## src/rtl/rv32_fetch_pkg.sv

```systemverilog
// ---------------------------------------------------------------------------
// rv32_fetch_pkg
//   Shared definitions for the RV32 instruction-fetch stage.
//   - fetch_state_e : fetch FSM state encoding. S_TRAP is only reachable when
//                     the design is built with MISALIGN_CHECK_EN defined.
//   - NOP_INSTR     : ADDI x0,x0,0, the IF/ID contents out of reset.
//   - PC_STEP       : sequential PC increment in bytes.
// ---------------------------------------------------------------------------
package rv32_fetch_pkg;

   typedef enum logic [2:0] {
      S_RESET = 3'd0,
      S_REQ   = 3'd1,
      S_WAIT  = 3'd2,
      S_HOLD  = 3'd3,
      S_TRAP  = 3'd4
   } fetch_state_e;

   localparam logic [31:0] NOP_INSTR = 32'h0000_0013;
   localparam logic [31:0] PC_STEP   = 32'd4;

endpackage

```

## src/rtl/pc_next_sel.sv

```systemverilog
// ---------------------------------------------------------------------------
// pc_next_sel
//   Combinational next-PC select for the fetch stage.
//   Priority: redirect > sequential advance > hold.
// Ports
//   redirect     in   1   take redirect_pc this cycle
//   advance      in   1   an instruction was loaded into IF/ID, step to pc+4
//   pc           in   32  current fetch PC
//   redirect_pc  in   32  redirect target (already aligned by the caller)
//   next_pc      out  32  PC for the next cycle
// ---------------------------------------------------------------------------
module pc_next_sel
   import rv32_fetch_pkg::*;
(
   input  logic        redirect,
   input  logic        advance,
   input  logic [31:0] pc,
   input  logic [31:0] redirect_pc,
   output logic [31:0] next_pc
);

   always_comb begin
      next_pc = pc;
      if (redirect) begin
         next_pc = redirect_pc;
      end else if (advance) begin
         // Mod-2^32: 32'hFFFF_FFFC steps to 0 silently.
         next_pc = pc + PC_STEP;
      end
   end

endmodule

```

## src/rtl/fetch_pc_unit.sv

```systemverilog
// ---------------------------------------------------------------------------
// fetch_pc_unit
//   IF stage of the RV32 core. Holds the PC, issues one-outstanding
//   instruction-memory requests and drives the IF/ID register for decode.
//   Optional build macro: MISALIGN_CHECK_EN (misaligned redirect trap).
//
// Handshakes:
//   imem: a request is accepted in any cycle with imem_req && imem_ready;
//         imem_req/imem_addr are stable while waiting for imem_ready unless a
//         redirect withdraws the request. The response arrives as a single
//         imem_rvalid pulse at least one cycle after acceptance.
//   IF/ID: decode consumes the register in every cycle with stall == 0;
//         if_valid marks whether the content is a live instruction.
//
// Ports
//   clk, reset         clock; synchronous active-high reset
//   stall              hold IF/ID contents (decode not accepting)
//   redirect           taken branch/jump from EX, flush and refetch
//   redirect_pc  [32]  redirect target
//   imem_req           request valid
//   imem_addr    [32]  request byte address, word aligned
//   imem_ready         memory accepts the request this cycle
//   imem_rvalid        response valid
//   imem_rdata   [32]  instruction word
//   if_valid           IF/ID holds a live instruction
//   if_pc        [32]  PC of if_instr
//   if_pc_plus4  [32]  if_pc + 4 (registered)
//   if_instr     [32]  fetched instruction
//   fetch_misalign     (MISALIGN_CHECK_EN) one-cycle pulse on misaligned redirect
//   misalign_addr[32]  (MISALIGN_CHECK_EN) offending redirect target
//   fsm_state          debug view of the fetch FSM state
// ---------------------------------------------------------------------------
module fetch_pc_unit
   import rv32_fetch_pkg::*;
#(
   parameter logic [31:0] RESET_VECTOR = 32'h0000_0000
) (
   input  logic         clk,
   input  logic         reset,
   input  logic         stall,
   input  logic         redirect,
   input  logic [31:0]  redirect_pc,
   output logic         imem_req,
   output logic [31:0]  imem_addr,
   input  logic         imem_ready,
   input  logic         imem_rvalid,
   input  logic [31:0]  imem_rdata,
   output logic         if_valid,
   output logic [31:0]  if_pc,
   output logic [31:0]  if_pc_plus4,
   output logic [31:0]  if_instr,
`ifdef MISALIGN_CHECK_EN
   output logic         fetch_misalign,
   output logic [31:0]  misalign_addr,
`endif
   output fetch_state_e fsm_state
);

   fetch_state_e state_q, state_d;
   logic [31:0]  pc_q, pc_next;
   logic [31:0]  skid_q, skid_d;
   logic [31:0]  load_data;
   logic [31:0]  target_pc;
   logic         kill_q, kill_d;
   logic         valid_d;
   logic         load;
   logic         accept;
   logic         redirect_act, redirect_bad, redirect_ok;

`ifdef MISALIGN_CHECK_EN
   assign target_pc    = redirect_pc;
   assign redirect_bad = (redirect_pc[1:0] != 2'b00);
`else
   // Without the trap the low bits are simply dropped.
   assign target_pc    = redirect_pc & 32'hFFFF_FFFC;
   assign redirect_bad = 1'b0;
`endif

   // Redirects are ignored in S_RESET; elsewhere they beat stall and rvalid.
   assign redirect_act = redirect && (state_q != S_RESET);
   assign redirect_ok  = redirect_act && !redirect_bad;

   assign imem_req  = (state_q == S_REQ);
   assign imem_addr = pc_q;
   assign accept    = imem_req && imem_ready;
   assign fsm_state = state_q;

   pc_next_sel u_pc_next_sel (
      .redirect    (redirect_ok),
      .advance     (load),
      .pc          (pc_q),
      .redirect_pc (target_pc),
      .next_pc     (pc_next)
   );

   always_comb begin
      state_d   = state_q;
      kill_d    = kill_q;
      skid_d    = skid_q;
      load      = 1'b0;
      load_data = imem_rdata;
      // Decode empties IF/ID on any unstalled cycle; a load below refills it.
      valid_d   = if_valid && stall;

      if (redirect_act) begin
         valid_d = 1'b0;
         if (redirect_bad) begin
            state_d = S_TRAP;
            kill_d  = 1'b0;
         end else if (state_q == S_WAIT) begin
            // Response arriving with the redirect is the stale one: drop it.
            if (imem_rvalid) begin
               state_d = S_REQ;
               kill_d  = 1'b0;
            end else begin
               state_d = S_WAIT;
               kill_d  = 1'b1;
            end
         end else if ((state_q == S_REQ) && accept) begin
            state_d = S_WAIT;
            kill_d  = 1'b1;
         end else begin
            state_d = S_REQ;
         end
      end else begin
         case (state_q)
            S_RESET: state_d = S_REQ;
            S_REQ: begin
               if (accept) state_d = S_WAIT;
            end
            S_WAIT: begin
               if (imem_rvalid) begin
                  if (kill_q) begin
                     kill_d  = 1'b0;
                     state_d = S_REQ;
                  end else if (if_valid && stall) begin
                     skid_d  = imem_rdata;
                     state_d = S_HOLD;
                  end else begin
                     load    = 1'b1;
                     state_d = S_REQ;
                  end
               end
            end
            S_HOLD: begin
               if (!stall) begin
                  load      = 1'b1;
                  load_data = skid_q;
                  state_d   = S_REQ;
               end
            end
            S_TRAP:  state_d = S_TRAP;
            default: state_d = S_RESET;
         endcase
      end

      if (load) valid_d = 1'b1;
   end

   always_ff @(posedge clk) begin
      if (reset) begin
         state_q     <= S_RESET;
         pc_q        <= RESET_VECTOR;
         kill_q      <= 1'b0;
         skid_q      <= NOP_INSTR;
         if_valid    <= 1'b0;
         if_pc       <= RESET_VECTOR;
         if_pc_plus4 <= RESET_VECTOR + PC_STEP;
         if_instr    <= NOP_INSTR;
      end else begin
         state_q  <= state_d;
         pc_q     <= pc_next;
         kill_q   <= kill_d;
         skid_q   <= skid_d;
         if_valid <= valid_d;
         if (load) begin
            if_pc       <= pc_q;
            if_pc_plus4 <= pc_q + PC_STEP;
            if_instr    <= load_data;
         end
      end
   end

`ifdef MISALIGN_CHECK_EN
   always_ff @(posedge clk) begin
      if (reset) begin
         fetch_misalign <= 1'b0;
         misalign_addr  <= 32'h0;
      end else begin
         fetch_misalign <= redirect_act && redirect_bad;
         if (redirect_act && redirect_bad) misalign_addr <= redirect_pc;
      end
   end
`endif

endmodule

```

## config.mk

```make
export PLATFORM = sky130hd
export DESIGN_NAME = fetch_pc_unit
export DESIGN_NICKNAME = d
export VERILOG_FILES = /design/src/rtl/rv32_fetch_pkg.sv /design/src/rtl/pc_next_sel.sv /design/src/rtl/fetch_pc_unit.sv
export SDC_FILE = /design/constraint.sdc
export NUM_CORES = 1
export LEC_CHECK = 0
export CAP_MARGIN = 15
export CORE_MARGIN = 2
export CORE_UTILIZATION = 30
export DETAILED_ROUTE_END_ITERATION = 10
export SYNTH_ARGS = -nofsm -noshare
export SYNTH_HDL_FRONTEND = slang
export SYNTH_SLANG_ARGS = --single-unit
```

## constraint.sdc

```tcl
create_clock -name clk -period 6.1 [get_ports clk]
set_input_delay 1.22 -clock clk [delete_from_list [all_inputs] [get_ports clk]]
set_output_delay 1.22 -clock clk [all_outputs]
set_load 0.02 [all_outputs]
```

==> impl_metrics.yaml <==
outcome:
  status: "complete, no violations"
global_route:
  busiest_layer: "met2"
  grt_pass1_wl_mm: 33.6
  grt_start_max_net_pins: 64
  grt.met3_usage_pct: 4.62
  use_met2_pct: 26.6
  antenna_found_initial: 0
  grt_pass1_vias: 6108
  gr-total-overflow: 0
  use_met1_pct: 23.5
  grt_use_total_pct: 17.3
die:
  coreArea_mm2: 0.0227
  start_util_pct: 30.7
  io-pin-count: 203
  dieWidth_um: 156
  std_cell_rows: 55
  fp.dieArea_mm2: 0.0245
  fp.dieH_um: 156
timing:
  slew_headroom_pct: 42.8
  fin_ws_ns: 2.57
  setup_violations: 0
  timing.setup.tns_ns: 0
  min_period_ns: 3.53
  timing.final.crit_share_pct: 57.9
  timing.fmax_mhz: 283
  fin_worst_hold_slack_ns: 0.453
  hold_violations: 0
  tightest_slew_ns: 0.855
  rsz0062_at_grt: "false"
  slew_viol_final: 0
  skew_ns: 0.0103
setup_path:
  cp_slowest_stage_delay_ns: 0.66
  worstPathMaxFanout: 34
  crit_top_cell: "buf_4"
  worstPathArrival_ns: 3.89
  crit_path_end_kind: "flip-flop"
  critPathSlowestCell: "nor2_4"
  path_class: "in -> reg"
  r2r-end: "if_pc_plus4[21]$_SDFFE_PP0P_"
  crit_chain: "clkdlybuf4s50_1 -> and4bb_2 -> a41oi_1 -> buf_4 -> nor2_4 -> buf_4 -> o21ai_0 -> a21oi_1"
  startpoint_type: "primary input"
  r2r_setup_slack_ns: 3.29
  r2r-start: "fsm_state[1]$_SDFFE_PP0P_"
  worstRegToRegCells: 7
  critPathRequiredTime_ns: 6.45
clocking:
  cts_sinks: 159
  clk_pin_slew_worst_paths_ns: 0.07
  numCtsBuffers: 17
  postCtsSetupRepairBufs: 0
  cts_tree: "built"
  cts_hold_buf: 0
  cts-root-buf: "clkbuf_16"
  htree_levels: 4
  insertion_delay_ns: 0.43
  cts_resized: 0
  clk_path_buf_depth: 2
power:
  peakVddDrop_mv: 0.157
  leakage_nw: 3.28
  power_density_mw_per_mm2: 274
detailed_routing:
  first_pass_iters: 5
  drt_iter0_markers: 407
  vias: 6472
  wirelength_mm: 21.1
  vias_per_cell: 5.01
  ant_nets: 0
  wire_per_inst_um: 16.3
  drc: 0
synthesis:
  synth_enable_flop_cells: 0
  yosysTopAreaCellShare_pct: 45.7
  synth-seq-cells: 159
  ys_top_cells_by_count: "nand2_1 (168), dfxtp_1 (159), a21oi_1 (95), nor2_1 (63), clkbuf_1 (55)"
  synth_most_common_cell: "nand2_1"
  ys_seq_area_share_pct: 45.7
  syn-cell-area_mm2: 0.00697
  synth-async-reset-ratio_pct: 0
  synth_cell_types: 56
  synth.area.top_cells: "dfxtp_1 (46%), nand2_1 (9.1%), a21oi_1 (6.8%)"
  synth_flop_cell: "dfxtp_1"
  post-synth-top-area-cell: "dfxtp_1"
  syn_area_per_cell_um2: 8.24
  synthCells: 845
  ys.warnings.count: 0
placement:
  dp_hpwl_mm: 14.2
  gp_congestion: 0.812
  dp_worst_setup_slack_ns: 2.13
  place_area_mm2: 0.00906
  port_buffers: 194
worst_hold_path:
  hold_end: "if_pc_plus4[21]$_SDFFE_PP0P_"
  min_path_cells: 2
  min_from: "if_pc_plus4[21]$_SDFFE_PP0P_"
  min_path_type: "reg -> reg"
final_layout:
  diodes: 0
  multi_input_area_mm2: 0.00344
  drive_gt1_share_pct: 6.16
  design_area_mm2: 0.00964
  nets: 1066
  postLayoutCoreUtil_pct: 42.5
  regArea_mm2: 0.00318
  fillerInstances: 2278
  area_delta_synth_final_pct: 38.4
job:
  maxCapViolCount: 0
## through the flow
stage / cells / power [W]
2_1_floorplan: 850 / 0.00142
3_3_place_gp: 1260 / 0.00164
3_5_place_dp: 1260 / 0.00164
4_1_cts: 1291 / 0.00267
5_1_grt: 1292 / 0.00276
6_report: 1292 / 0.00264
## worst max-delay path by stage
stage	from	endpoint	depth (start not counted)
4_1_cts	stall	if_pc_plus4[21]$_SDFFE_PP0P_	8
6_report	stall	if_pc_plus4[21]$_SDFFE_PP0P_	8
2_1_floorplan	stall	if_instr[1]$_SDFFE_PP1P_	7
5_1_grt	stall	if_pc_plus4[21]$_SDFFE_PP0P_	8
3_3_place_gp	stall	if_pc_plus4[21]$_SDFFE_PP0P_	8
3_5_place_dp	stall	if_pc_plus4[21]$_SDFFE_PP0P_	8
## cell families (layout without fill, tap and decap cells)
group           after synthesis  in the layout  share of synthesized area, %
flops                       159            159                          45.7
buf+inv                      91            248                          5.57
xor+xnor                     21             21                          2.64
compound gates              222            222                          20.5
simple gates                318            318                          20.8
other cells                   1              6                        0.0538
mux                          32             32                          4.60
fa+ha+maj                     1              1                         0.180
## state kept, by name (all words and copies together) (netlist names)
signal / flops
imem_addr: 30
if_instr: 32
if_valid: 1
kill_q: 1
fsm_state: 3
if_pc: 30
if_pc_plus4: 30
skid_q: 32
## area by class of cell
class,instances,share of cell area [%]
Timing Repair Buffer,207,21.5
Tap cell,285,3.70
Sequential cell,159,33.0
Clock inverter,13,1.18
Clock buffer,18,4.56
Multi-Input combinational cell,600,35.7
Inverter,10,0.389
## critical path, delay by kind of cell
kind                   cells  cell delay (ns)
AOI/OAI and AO/OA          3             0.46
buffers and inverters      3             1.13
and+or+nand+nor            2             1.06
## layout by cell type (no fill, tap or decap), types with 5 or more instances in the layout
cell             netlist  layout
clkdlybuf4s50_1        0     193
nand2_1              168     168
dfxtp_1              159     159
a21oi_1               95      95
nor2_1                63      62
a211oi_1              51      51
mux2i_1               32      32
nor3_1                20      20
o21ai_0               17      17
clkbuf_16              0      17
xnor2_1               13      13
a22oi_1               12      12
buf_4                  7      12
nand3_1               11      11
inv_1                 10      10
xor2_1                 8       8
nor4_1                 8       8
or4_1                  7       7
o21a_1                 7       7
or3_1                  6       6
o31a_1                 7       6
conb_1                 1       6
nand2b_1               6       5
a31oi_1                5       5
nand4_1                5       5
clkinv_2               0       5
## routing by layer
metal  wire length, um  vias to the layer above
met5                 0                        -
met4               497                        0
met3              1220                       29
met2              9490                      159
met1              9850                     3022
li1                  -                     3262
## power breakdown
part	leakage [nW]	internal [W]	switching, W	total [W]
clock network	0.272	0.000571	0.000449	0.00102
logic	1.72	0.000217	0.000252	0.000470
registers	1.29	0.00109	0.0000631	0.00115
total	3.28	0.00188	0.000764	0.00264
Power figures use the tool's default switching activity.
